--- config.mk ---
export PLATFORM = sky130hd
export DESIGN_NAME = jtag_uart_arbiter
export DESIGN_NICKNAME = d
export VERILOG_FILES = /design/src/rtl/jtag_uart_pkg.sv /design/src/rtl/jtag_uart_arb_stats.sv /design/src/rtl/jtag_uart_arbiter.sv
export SDC_FILE = /design/constraint.sdc
export NUM_CORES = 1
export LEC_CHECK = 0
export BUFFER_PORTS_ARGS = -buffer_cell sky130_fd_sc_hd__clkbuf_2
export CAP_MARGIN = 20
export CORE_MARGIN = 1
export CORE_UTILIZATION = 40
export CTS_BUF_LIST = sky130_fd_sc_hd__clkbuf_8
export DETAILED_ROUTE_END_ITERATION = 10
export PLACE_DENSITY = 0.7
export SYNTH_ARGS = -nofsm -noshare
export SYNTH_HDL_FRONTEND = slang
export SYNTH_SLANG_ARGS = --single-unit
export TNS_END_PERCENT = 5
--- constraint.sdc ---
create_clock -name iCLK -period 2.1 [get_ports iCLK]
set_input_delay 0 -clock iCLK [delete_from_list [all_inputs] [get_ports iCLK]]
set_output_delay 0 -clock iCLK [all_outputs]
set_load 0.03 [all_outputs]
--- src/rtl/jtag_uart_pkg.sv ---
// Shared definitions for the JTAG UART slave sequencer: FSM encoding,
// register map and the bit fields used from the UART DATA/CONTROL words.
package jtag_uart_pkg;

  typedef enum logic [1:0] {
    ST_IDLE    = 2'd0,
    ST_RD_DATA = 2'd1,
    ST_RD_CTRL = 2'd2,
    ST_WR_DATA = 2'd3
  } state_t;

  localparam logic JTAG_DATA_ADDR = 1'b0;
  localparam logic JTAG_CTRL_ADDR = 1'b1;

  localparam int RVALID_BIT = 15;
  localparam int WSPACE_LSB = 16;
  localparam int WSPACE_MSB = 31;

  function automatic logic [7:0] sat_inc8(input logic [7:0] v);
    return (v == 8'hFF) ? v : v + 8'd1;
  endfunction

endpackage

--- src/rtl/jtag_uart_arb_stats.sv ---
// Activity counters for the JTAG UART arbiter: delivered RX bytes and
// CONTROL reads that found no write space. Both wrap at 16 bits.
module jtag_uart_arb_stats (
  input  logic        iCLK,
  input  logic        iRST,
  input  logic        iRX_VALID,
  input  logic        iTX_STALL,
  output logic [15:0] oSTAT_RX_BYTES,
  output logic [15:0] oSTAT_TX_STALLS
);

  logic [15:0] r_rx_bytes;
  logic [15:0] r_tx_stalls;

  always_ff @(posedge iCLK) begin
    if (iRST) begin
      r_rx_bytes  <= 16'd0;
      r_tx_stalls <= 16'd0;
    end else begin
      if (iRX_VALID) r_rx_bytes  <= r_rx_bytes + 16'd1;
      if (iTX_STALL) r_tx_stalls <= r_tx_stalls + 16'd1;
    end
  end

  assign oSTAT_RX_BYTES  = r_rx_bytes;
  assign oSTAT_TX_STALLS = r_tx_stalls;

endmodule

--- src/rtl/jtag_uart_arbiter.sv ---
// Sole master of the JTAG UART Avalon slave: arbitrates RX polling against TX
// writes with WSPACE flow control. Define JTAG_UART_ARB_STATS_EN for counters.
module jtag_uart_arbiter
  import jtag_uart_pkg::*;
#(
  parameter int RX_BURST_MAX = 8
) (
  input  logic        iCLK,
  input  logic        iRST,
  output logic        oJTAG_SLAVE_ADDR,
  output logic        oJTAG_SLAVE_RDREQ,
  input  logic [31:0] iJTAG_SLAVE_RDDATA,
  output logic        oJTAG_SLAVE_WRREQ,
  output logic [31:0] oJTAG_SLAVE_WRDATA,
  input  logic        iJTAG_SLAVE_WAIT,
  input  logic        iRX_HOLD,
  output logic [7:0]  oRX_DATA,
  output logic        oRX_VALID,
  input  logic        iTX_REQ,
  input  logic [7:0]  iTX_DATA,
  output logic        oTX_ACK
`ifdef JTAG_UART_ARB_STATS_EN
  ,
  output logic [15:0] oSTAT_RX_BYTES,
  output logic [15:0] oSTAT_TX_STALLS
`endif
);

  localparam logic [7:0] LP_BURST_MAX = 8'(RX_BURST_MAX);

  state_t      r_state;
  logic [7:0]  r_burst_cnt;
  logic [15:0] r_wspace;
  logic [7:0]  r_tx_byte;
  logic [7:0]  r_rx_data;
  logic        r_rx_valid;
  logic        r_tx_ack;

  state_t      w_state_nxt;
  logic [7:0]  w_burst_nxt;
  logic [15:0] w_wspace_nxt;
  logic [7:0]  w_tx_byte_nxt;
  logic [7:0]  w_rx_data_nxt;
  logic        w_rx_valid_nxt;
  logic        w_tx_ack_nxt;

  logic        w_rx_want;
  logic        w_tx_want;
  logic        w_burst_done;
  logic        w_rvalid;
  logic [15:0] w_rd_wspace;
  logic [6:0]  w_unused_rddata;

  assign w_rx_want    = !iRX_HOLD;
  // Masking with the ack pulse stops a still-high request from being sent twice.
  assign w_tx_want    = iTX_REQ && !r_tx_ack;
  assign w_burst_done = (r_burst_cnt >= LP_BURST_MAX);
  assign w_rvalid     = iJTAG_SLAVE_RDDATA[RVALID_BIT];
  assign w_rd_wspace  = iJTAG_SLAVE_RDDATA[WSPACE_MSB:WSPACE_LSB];
  assign w_unused_rddata = iJTAG_SLAVE_RDDATA[14:8];

  // NOTE: every output of this block gets a default first, so no path can infer a latch.
  always_comb begin
    w_state_nxt    = r_state;
    w_burst_nxt    = r_burst_cnt;
    w_wspace_nxt   = r_wspace;
    w_tx_byte_nxt  = r_tx_byte;
    w_rx_data_nxt  = r_rx_data;
    w_rx_valid_nxt = 1'b0;
    w_tx_ack_nxt   = 1'b0;
    case (r_state)
      ST_IDLE: begin
        if (w_tx_want && (!w_rx_want || w_burst_done)) begin
          w_tx_byte_nxt = iTX_DATA;
          w_burst_nxt   = 8'd0;
          w_state_nxt   = (r_wspace != 16'd0) ? ST_WR_DATA : ST_RD_CTRL;
        end else if (w_rx_want) begin
          w_state_nxt = ST_RD_DATA;
        end
      end
      ST_RD_DATA: begin
        if (!iJTAG_SLAVE_WAIT) begin
          w_rx_data_nxt  = iJTAG_SLAVE_RDDATA[7:0];
          w_rx_valid_nxt = w_rvalid;
          // An empty UART forces the next TX-vs-RX decision in favour of TX.
          w_burst_nxt    = w_rvalid ? sat_inc8(r_burst_cnt) : LP_BURST_MAX;
          w_state_nxt    = ST_IDLE;
        end
      end
      ST_RD_CTRL: begin
        if (!iJTAG_SLAVE_WAIT) begin
          w_wspace_nxt = w_rd_wspace;
          w_state_nxt  = (w_rd_wspace != 16'd0) ? ST_WR_DATA : ST_IDLE;
        end
      end
      ST_WR_DATA: begin
        if (!iJTAG_SLAVE_WAIT) begin
          w_wspace_nxt = r_wspace - 16'd1;
          w_tx_ack_nxt = 1'b1;
          w_state_nxt  = ST_IDLE;
        end
      end
      default: w_state_nxt = ST_IDLE;
    endcase
  end

  // NOTE: sequential state uses non-blocking assignments so all registers update together.
  always_ff @(posedge iCLK) begin
    if (iRST) begin
      r_state     <= ST_IDLE;
      r_burst_cnt <= 8'd0;
      r_wspace    <= 16'd0;
      r_tx_byte   <= 8'd0;
      r_rx_data   <= 8'd0;
      r_rx_valid  <= 1'b0;
      r_tx_ack    <= 1'b0;
    end else begin
      r_state     <= w_state_nxt;
      r_burst_cnt <= w_burst_nxt;
      r_wspace    <= w_wspace_nxt;
      r_tx_byte   <= w_tx_byte_nxt;
      r_rx_data   <= w_rx_data_nxt;
      r_rx_valid  <= w_rx_valid_nxt;
      r_tx_ack    <= w_tx_ack_nxt;
    end
  end

  // Bus signals decode purely from the registered state, so they are glitch-free
  // and hold steady for as long as the slave stretches a transfer.
  assign oJTAG_SLAVE_ADDR   = (r_state == ST_RD_CTRL) ? JTAG_CTRL_ADDR : JTAG_DATA_ADDR;
  assign oJTAG_SLAVE_RDREQ  = (r_state == ST_RD_DATA) || (r_state == ST_RD_CTRL);
  assign oJTAG_SLAVE_WRREQ  = (r_state == ST_WR_DATA);
  assign oJTAG_SLAVE_WRDATA = (r_state == ST_WR_DATA) ? {24'd0, r_tx_byte} : 32'd0;

  assign oRX_DATA  = r_rx_data;
  assign oRX_VALID = r_rx_valid;
  assign oTX_ACK   = r_tx_ack;

`ifdef JTAG_UART_ARB_STATS_EN
  logic w_tx_stall;
  assign w_tx_stall = (r_state == ST_RD_CTRL) && !iJTAG_SLAVE_WAIT && (w_rd_wspace == 16'd0);

  jtag_uart_arb_stats u_stats (
    .iCLK            (iCLK),
    .iRST            (iRST),
    .iRX_VALID       (r_rx_valid),
    .iTX_STALL       (w_tx_stall),
    .oSTAT_RX_BYTES  (oSTAT_RX_BYTES),
    .oSTAT_TX_STALLS (oSTAT_TX_STALLS)
  );
`endif

endmodule

Yosys cells after proc, flatten, opt, wreduce, memory -nomap -nowiden. Index checks and enable logic that the tools add are counted.

Register bits: 44. Bits of input ports: 45. Output and inout bits: 45. Word-level logic and storage cells: 60.

Add/subtract/negate cells: 2. Magnitude comparators: 1. Equal/unequal tests: 11. Muxes and demuxes: 18. Bitwise logic cells: 3. Reduce and logical (&&, ||, !) cells: 18.

Operators by type and width (count): $mux 8 (5); $mux 16 (2); $pmux 16 s2 (1); $reduce_bool 16->1 (2); $pmux 8 s2 (1); $sub 16x1->16 const B (1); $mux 2 (5); $ne 2x2->1 const B (5); $add 8x1->8 const B (1); $eq 8x8->1 const B (1); $ge 8x4->1 const B (1); $ne 3x3->1 const B (2); $pmux 2 s3 (1); $reduce_and 3->1 (2); $eq 2x2->1 const B (2); $reduce_and 2->1 (2); $reduce_and 4->1 (1); $reduce_bool 2->1 (2); $reduce_or 2->1 (2); $mux 1 (3); $not 1->1 (3); $reduce_or 3->1 (1); $eq 2x1->1 const B (1); $logic_and 1x1->1 (2); 3 further kinds (4).

Depth between registers and ports, before layout.
Word-level depth: 5. Depth in mapped cells: 7. Depth with buffers taken out: 6.

Least setup slack after synthesis. Ideal clock, no wire load.

Path kind: register -> register. Start: register r_state[0]. End: register r_wspace[14]. Library setup time: 0.074 ns. Arrival: 1.832 ns. Data required time: 2.026 ns. Path slack: 0.193 ns. Stages on the path, launching flop included: 7. Path buffers: 3. Clock period less this slack: 1.907 ns. Cell sequence: dfxtp_1 ha_1 clkbuf_1 buf_1 clkbuf_1 o311ai_0 a31oi_1.

Longest elaborated chain between the ends: 3. Elaborated cells on any way between the ends: 7. Those cells by class: eq/ne: 4; mux: 1; reduce/logical: 2.

Ends and longest elaborated chain: start: declaration (RTL line jtag_uart_arbiter.sv:31) `state_t r_state;`; start signal: assignment (RTL line jtag_uart_arbiter.sv:118) `r_state <= w_state_nxt;`; $eq 2x2->1 *; via oJTAG_SLAVE_WRREQ (RTL line jtag_uart_arbiter.sv:13) `output logic oJTAG_SLAVE_WRREQ,`; $ne 2x2->1 (no line) / $reduce_bool 2->1 (equally long branches); $reduce_and 3->1 (no line); end signal: assignment (RTL line jtag_uart_arbiter.sv:120) `r_wspace <= w_wspace_nxt;`; end: declaration (RTL line jtag_uart_arbiter.sv:33) `logic [15:0] r_wspace;`.

The timed path passes the listed nets; every way through them passes the cells marked *. A chain may end at the register's enable or synchronous reset.

Worst setup path after layout.
Start: register r_burst_cnt[3]. End: register r_burst_cnt[0].

Longest elaborated chain between the ends: 5. Elaborated cells on any way between the ends: 7. Those cells by class: order compare: 1; eq/ne: 3; reduce/logical: 3.

Ends and longest elaborated chain: start: declaration (RTL line jtag_uart_arbiter.sv:32) `logic [7:0] r_burst_cnt;`; start signal: assignment (RTL line jtag_uart_arbiter.sv:119) `r_burst_cnt <= w_burst_nxt;`; $ge 8x4->1 (RTL line jtag_uart_arbiter.sv:57) `assign w_burst_done = (r_burst_cnt >= LP_BURST_MAX);`; $logic_or 1x1->1 (RTL line jtag_uart_arbiter.sv:73) `if (w_tx_want && (!w_rx_want || w_burst_done)) begin`; $logic_and 1x1->1 (RTL line jtag_uart_arbiter.sv:73); $ne 2x2->1 (no line); $reduce_and 4->1 (no line) *.

Every way passes the cells marked *; elsewhere a longest branch is shown, timed or not.

==> out/results.txt <==
Once layout is complete, the cells apart from fillers number 469. From bottom edge to top edge, the die measures 84.2 um. Largest driver fanout on the critical path: 6. The number of placed instances with taps included was 445. The mean instance size in the synthesized netlist is 8.57 um2.

TritonCTS built the clock tree. Wire length of the first global-routing pass: 11,700 um. The cell at the slowest stage of the critical path was sky130_fd_sc_hd__or4_4. Data on the critical path arrives at its endpoint at 2.17 ns. The critical path contains buffers and inverters numbering 0 combined. The H-tree depth is 2. The layout has 611 filler cells.

Count of antenna diodes in the layout: 0. The fraction of final layout cells sized beyond drive strength 1 was 23.0%. CTS placed an instance of sky130_fd_sc_hd__clkbuf_8 at the clock tree root. Summed over all layers, the global routing overflow is 0. The start point of the worst min-delay path was iJTAG_SLAVE_RDDATA[28]. Part of the Yosys area used for sequential elements: 32.6%. The logs give 0.520 GHz for the achievable clock frequency and 44 for the clock sink total. The horizontal die dimension works out to 84.2 um.

The later pin in the worst-skew pair is clocked with a latency of 0.30 ns. The clock period could shrink to 1.92 ns. Before antenna repair, the detailed router went through 8 iterations. Setup repair after global routing left no endpoint under its margin. The ratio of final minimum period to clock period works out to 91.5%. Summing all multi-input logic gate instances after layout gives 0.00161 mm2. The count of antenna-violating nets left after detailed routing was 0; the number of different library cells in the post-synthesis netlist was 68. In this run the tool buffered the top-level ports with 58 buffer cells.

The path with the worst hold slack has its endpoint at r_wspace[12]. The via count of the first global-routing pass is 2,456, and the clock skew after layout is 0.00831 ns. For the final max-slew violation count, the log shows 0.

The depth of the worst register-to-register path was 4. The worst setup path is of the reg2reg kind. Cell family with the largest share of critical-path delay: compound AO/OA/AOI/OAI gates. The region available for standard cell placement spans 0.00642 mm2. At the end of routability-driven placement, the weighted congestion stood at 0.921.

Register clock-pin slew on the reported worst setup and hold paths: 0.09 ns. During I/O placement, the number of pins put on the boundary was 90. The number of nets in the layout came out at 445. The signal on the critical path passes through or4_4, o311ai_4, a32o_1, mux2_2.

Setup slack on the worst reg-to-reg path comes out at 0.18 ns. The worst hold-check path type was in2reg. The number of rows in the core area came out at 29. Counting flops with a built-in enable in the synthesized netlist gives 0. The startpoint identified for the worst register-to-register timing path is r_burst_cnt[3]. In this run, synthesis produced a sequential element count of 44.

The most used flip-flop cell after synthesis is sky130_fd_sc_hd__dfxtp_1. The synthesis warning total was 0; the setup fix buffers added after clock tree synthesis was 0. In this run the cell area of the synthesized design comes to 0.00270 mm2.

The endpoint class of the critical path is a flop. The worst setup path startpoint was r_burst_cnt[3]. The total number of vias came out at 2,604.

Clock tree synthesis inserted a total of 5 buffers. Leaving out fill and tap cells, the most frequent cell in the layout is sky130_fd_sc_hd__clkbuf_2. Detailed-route wire length: 6920 um.

The checks that failed: design-rule violations. For the static leakage, the log shows 1.45 nW. The area enclosed by the die boundary is 0.00708 mm2, and the final number of setup-violating endpoints is 0. Entering global routing, the biggest net connects 37 pins. The mean routed wirelength per cell came out at 14.8 um.

Summed over all nets, the half-perimeter wirelength after detailed placement is 4810 um. The tools report the initial detailed-routing violation count as 160. The flow ran to the end, but the final reports show violations. At the worst endpoint, the required time is 2.35 ns. Number of buffers on the longest clock path: 2. The gate count of the mapped netlist was 315. The worst hold path was traced through 3 stages. The worst setup path is launched from a flop. The peak per-stage delay on the critical path came out at 0.59 ns. The worst-case IR drop observed on VDD is 0.000477 V. The library cells used most frequently in the layout, excluding fill and tap cells, are sky130_fd_sc_hd__clkbuf_2, sky130_fd_sc_hd__dfxtp_1, sky130_fd_sc_hd__nor2_1, sky130_fd_sc_hd__conb_1, sky130_fd_sc_hd__mux2i_1. The global-route usage over all layers came out at 20.1%.

The sum of negative setup slack is 0 ns. The initial antenna violation count is 0, and the post-detailed-route via-to-cell ratio is 5.55. From synthesis to final layout, the design area changed by 22.0%. The endpoint identified for the worst register-to-register timing path is r_burst_cnt[0]. The share of synthesized registers carrying an async set or reset is 0%. For this design the ratio of total power to cell area is 1020 mW/mm2. Once the floorplan was initialized, standard cells occupied 42.0% of the core.

The sum of internal, switching and leakage power was 3.35 mW; the number of max-capacitance violations reported was 0. After detailed routing, the number of remaining DRC violations is 12. The number of hold violations in the final report is 0, and the flip-flop and latch area is 881 um2.
==> cell usage after synthesis (4+ instances only) <==
cell | number | area share, %
sky130_fd_sc_hd__clkbuf_1 | 9 | 1.3
sky130_fd_sc_hd__ha_1 | 9 | 4.2
sky130_fd_sc_hd__o21ai_0 | 11 | 2.0
sky130_fd_sc_hd__mux2i_1 | 17 | 6.3
sky130_fd_sc_hd__nand2_1 | 13 | 1.8
sky130_fd_sc_hd__dfxtp_1 | 44 | 33
sky130_fd_sc_hd__and2_1 | 8 | 1.9
sky130_fd_sc_hd__inv_1 | 13 | 1.8
sky130_fd_sc_hd__nor2_1 | 33 | 4.6
sky130_fd_sc_hd__buf_4 | 24 | 6.7
sky130_fd_sc_hd__nor3_1 | 9 | 1.7
sky130_fd_sc_hd__nand3_1 | 6 | 1.1
sky130_fd_sc_hd__a211oi_1 | 5 | 1.4
sky130_fd_sc_hd__or3_1 | 5 | 1.2
sky130_fd_sc_hd__nor4_1 | 5 | 1.2
sky130_fd_sc_hd__a31oi_1 | 6 | 1.4
sky130_fd_sc_hd__a21oi_1 | 16 | 3.0
sky130_fd_sc_hd__o31ai_1 | 6 | 1.7
sky130_fd_sc_hd__nand2b_1 | 4 | 0.93
==> registers in the layout (all words and copies together), names as in the netlist <==
register,flops
r_tx_byte,8
r_wspace,16
oRX_VALID,1
oTX_ACK,1
oRX_DATA,8
r_burst_cnt,8
r_state,2
==> metal layers <==
layer  GRT usage, %  wire length (um)  vias to the layer above
li1               -                 -                     1276
met1           25.7              3120                     1213
met2           33.4              3180                      104
met3           5.01               520                       11
met4           6.27                99                        0
met5              0                 0                        -
==> metrics by stage <==
stage,hold slack (ns),util [%],setup WS [ns],area (um2)
after CTS,0.0125,51.3,0.164,3290
final,0.0194,51.3,0.178,3290
after floorplan,0.147,-,0.193,2790
after global routing,0.0561,51.3,0.0557,3290
after detailed placement,0.241,47.0,0.186,3020
after global placement,0.233,47.0,0.204,3020
==> tightest hold or removal path, cell delays in order <==
cell and delay (ns):
sky130_fd_sc_hd__clkbuf_2 0.10, sky130_fd_sc_hd__a2bb2oi_1 0.06, sky130_fd_sc_hd__o32ai_1 0.11
==> timing repair <==
item | 4_1_cts | 5_1_grt
endpoints found under the hold margin | 16 | 0
setup endpoints to repair | 0 | 0
gates resized for setup | 0 | 0
hold buffers | 16 | 0
==> cell type report <==
type                            count  area share (%)
Clock buffer                        5            2.09
Timing Repair Buffer               84            16.3
Tap cell                           77            2.92
Sequential cell                    44            26.7
Clock inverter                      3            1.41
Inverter                           14            1.60
Multi-Input combinational cell    242            48.9
==> how the worst max path moves through the flow <==
stage	cells after the start	to	slack [ns]
after floorplan	6	r_wspace[14]	0.19
after global placement	4	r_burst_cnt[7]	0.20
after detailed placement	4	r_burst_cnt[4]	0.19
after CTS	4	r_burst_cnt[4]	0.16
after global routing	4	r_burst_cnt[0]	0.06
final	4	r_burst_cnt[0]	0.18
==> logic make-up (layout without fill, tap and decap cells) <==
group                      after synthesis  in the layout  share of synthesized area (%)
buffers and inverters                   52            106                           10.9
adders and majority gates                9              9                           4.17
muxes                                   18             18                           6.72
AOI/OAI and AO/OA                       88             88                           25.2
DFF                                     44             44                           32.6
other                                    1             24                          0.139
and+or+nand+nor                        103            103                           20.3
==> report_power, final <==
part,switching (mW),leakage [nW],internal (mW),total [mW]
clock,0.321,0.0548,0.359,0.680
combinational,0.971,1.04,0.618,1.59
sequential,0.118,0.358,0.967,1.08
total,1.41,1.45,1.94,3.35
Note: power is estimated with default switching activity, not from simulation.
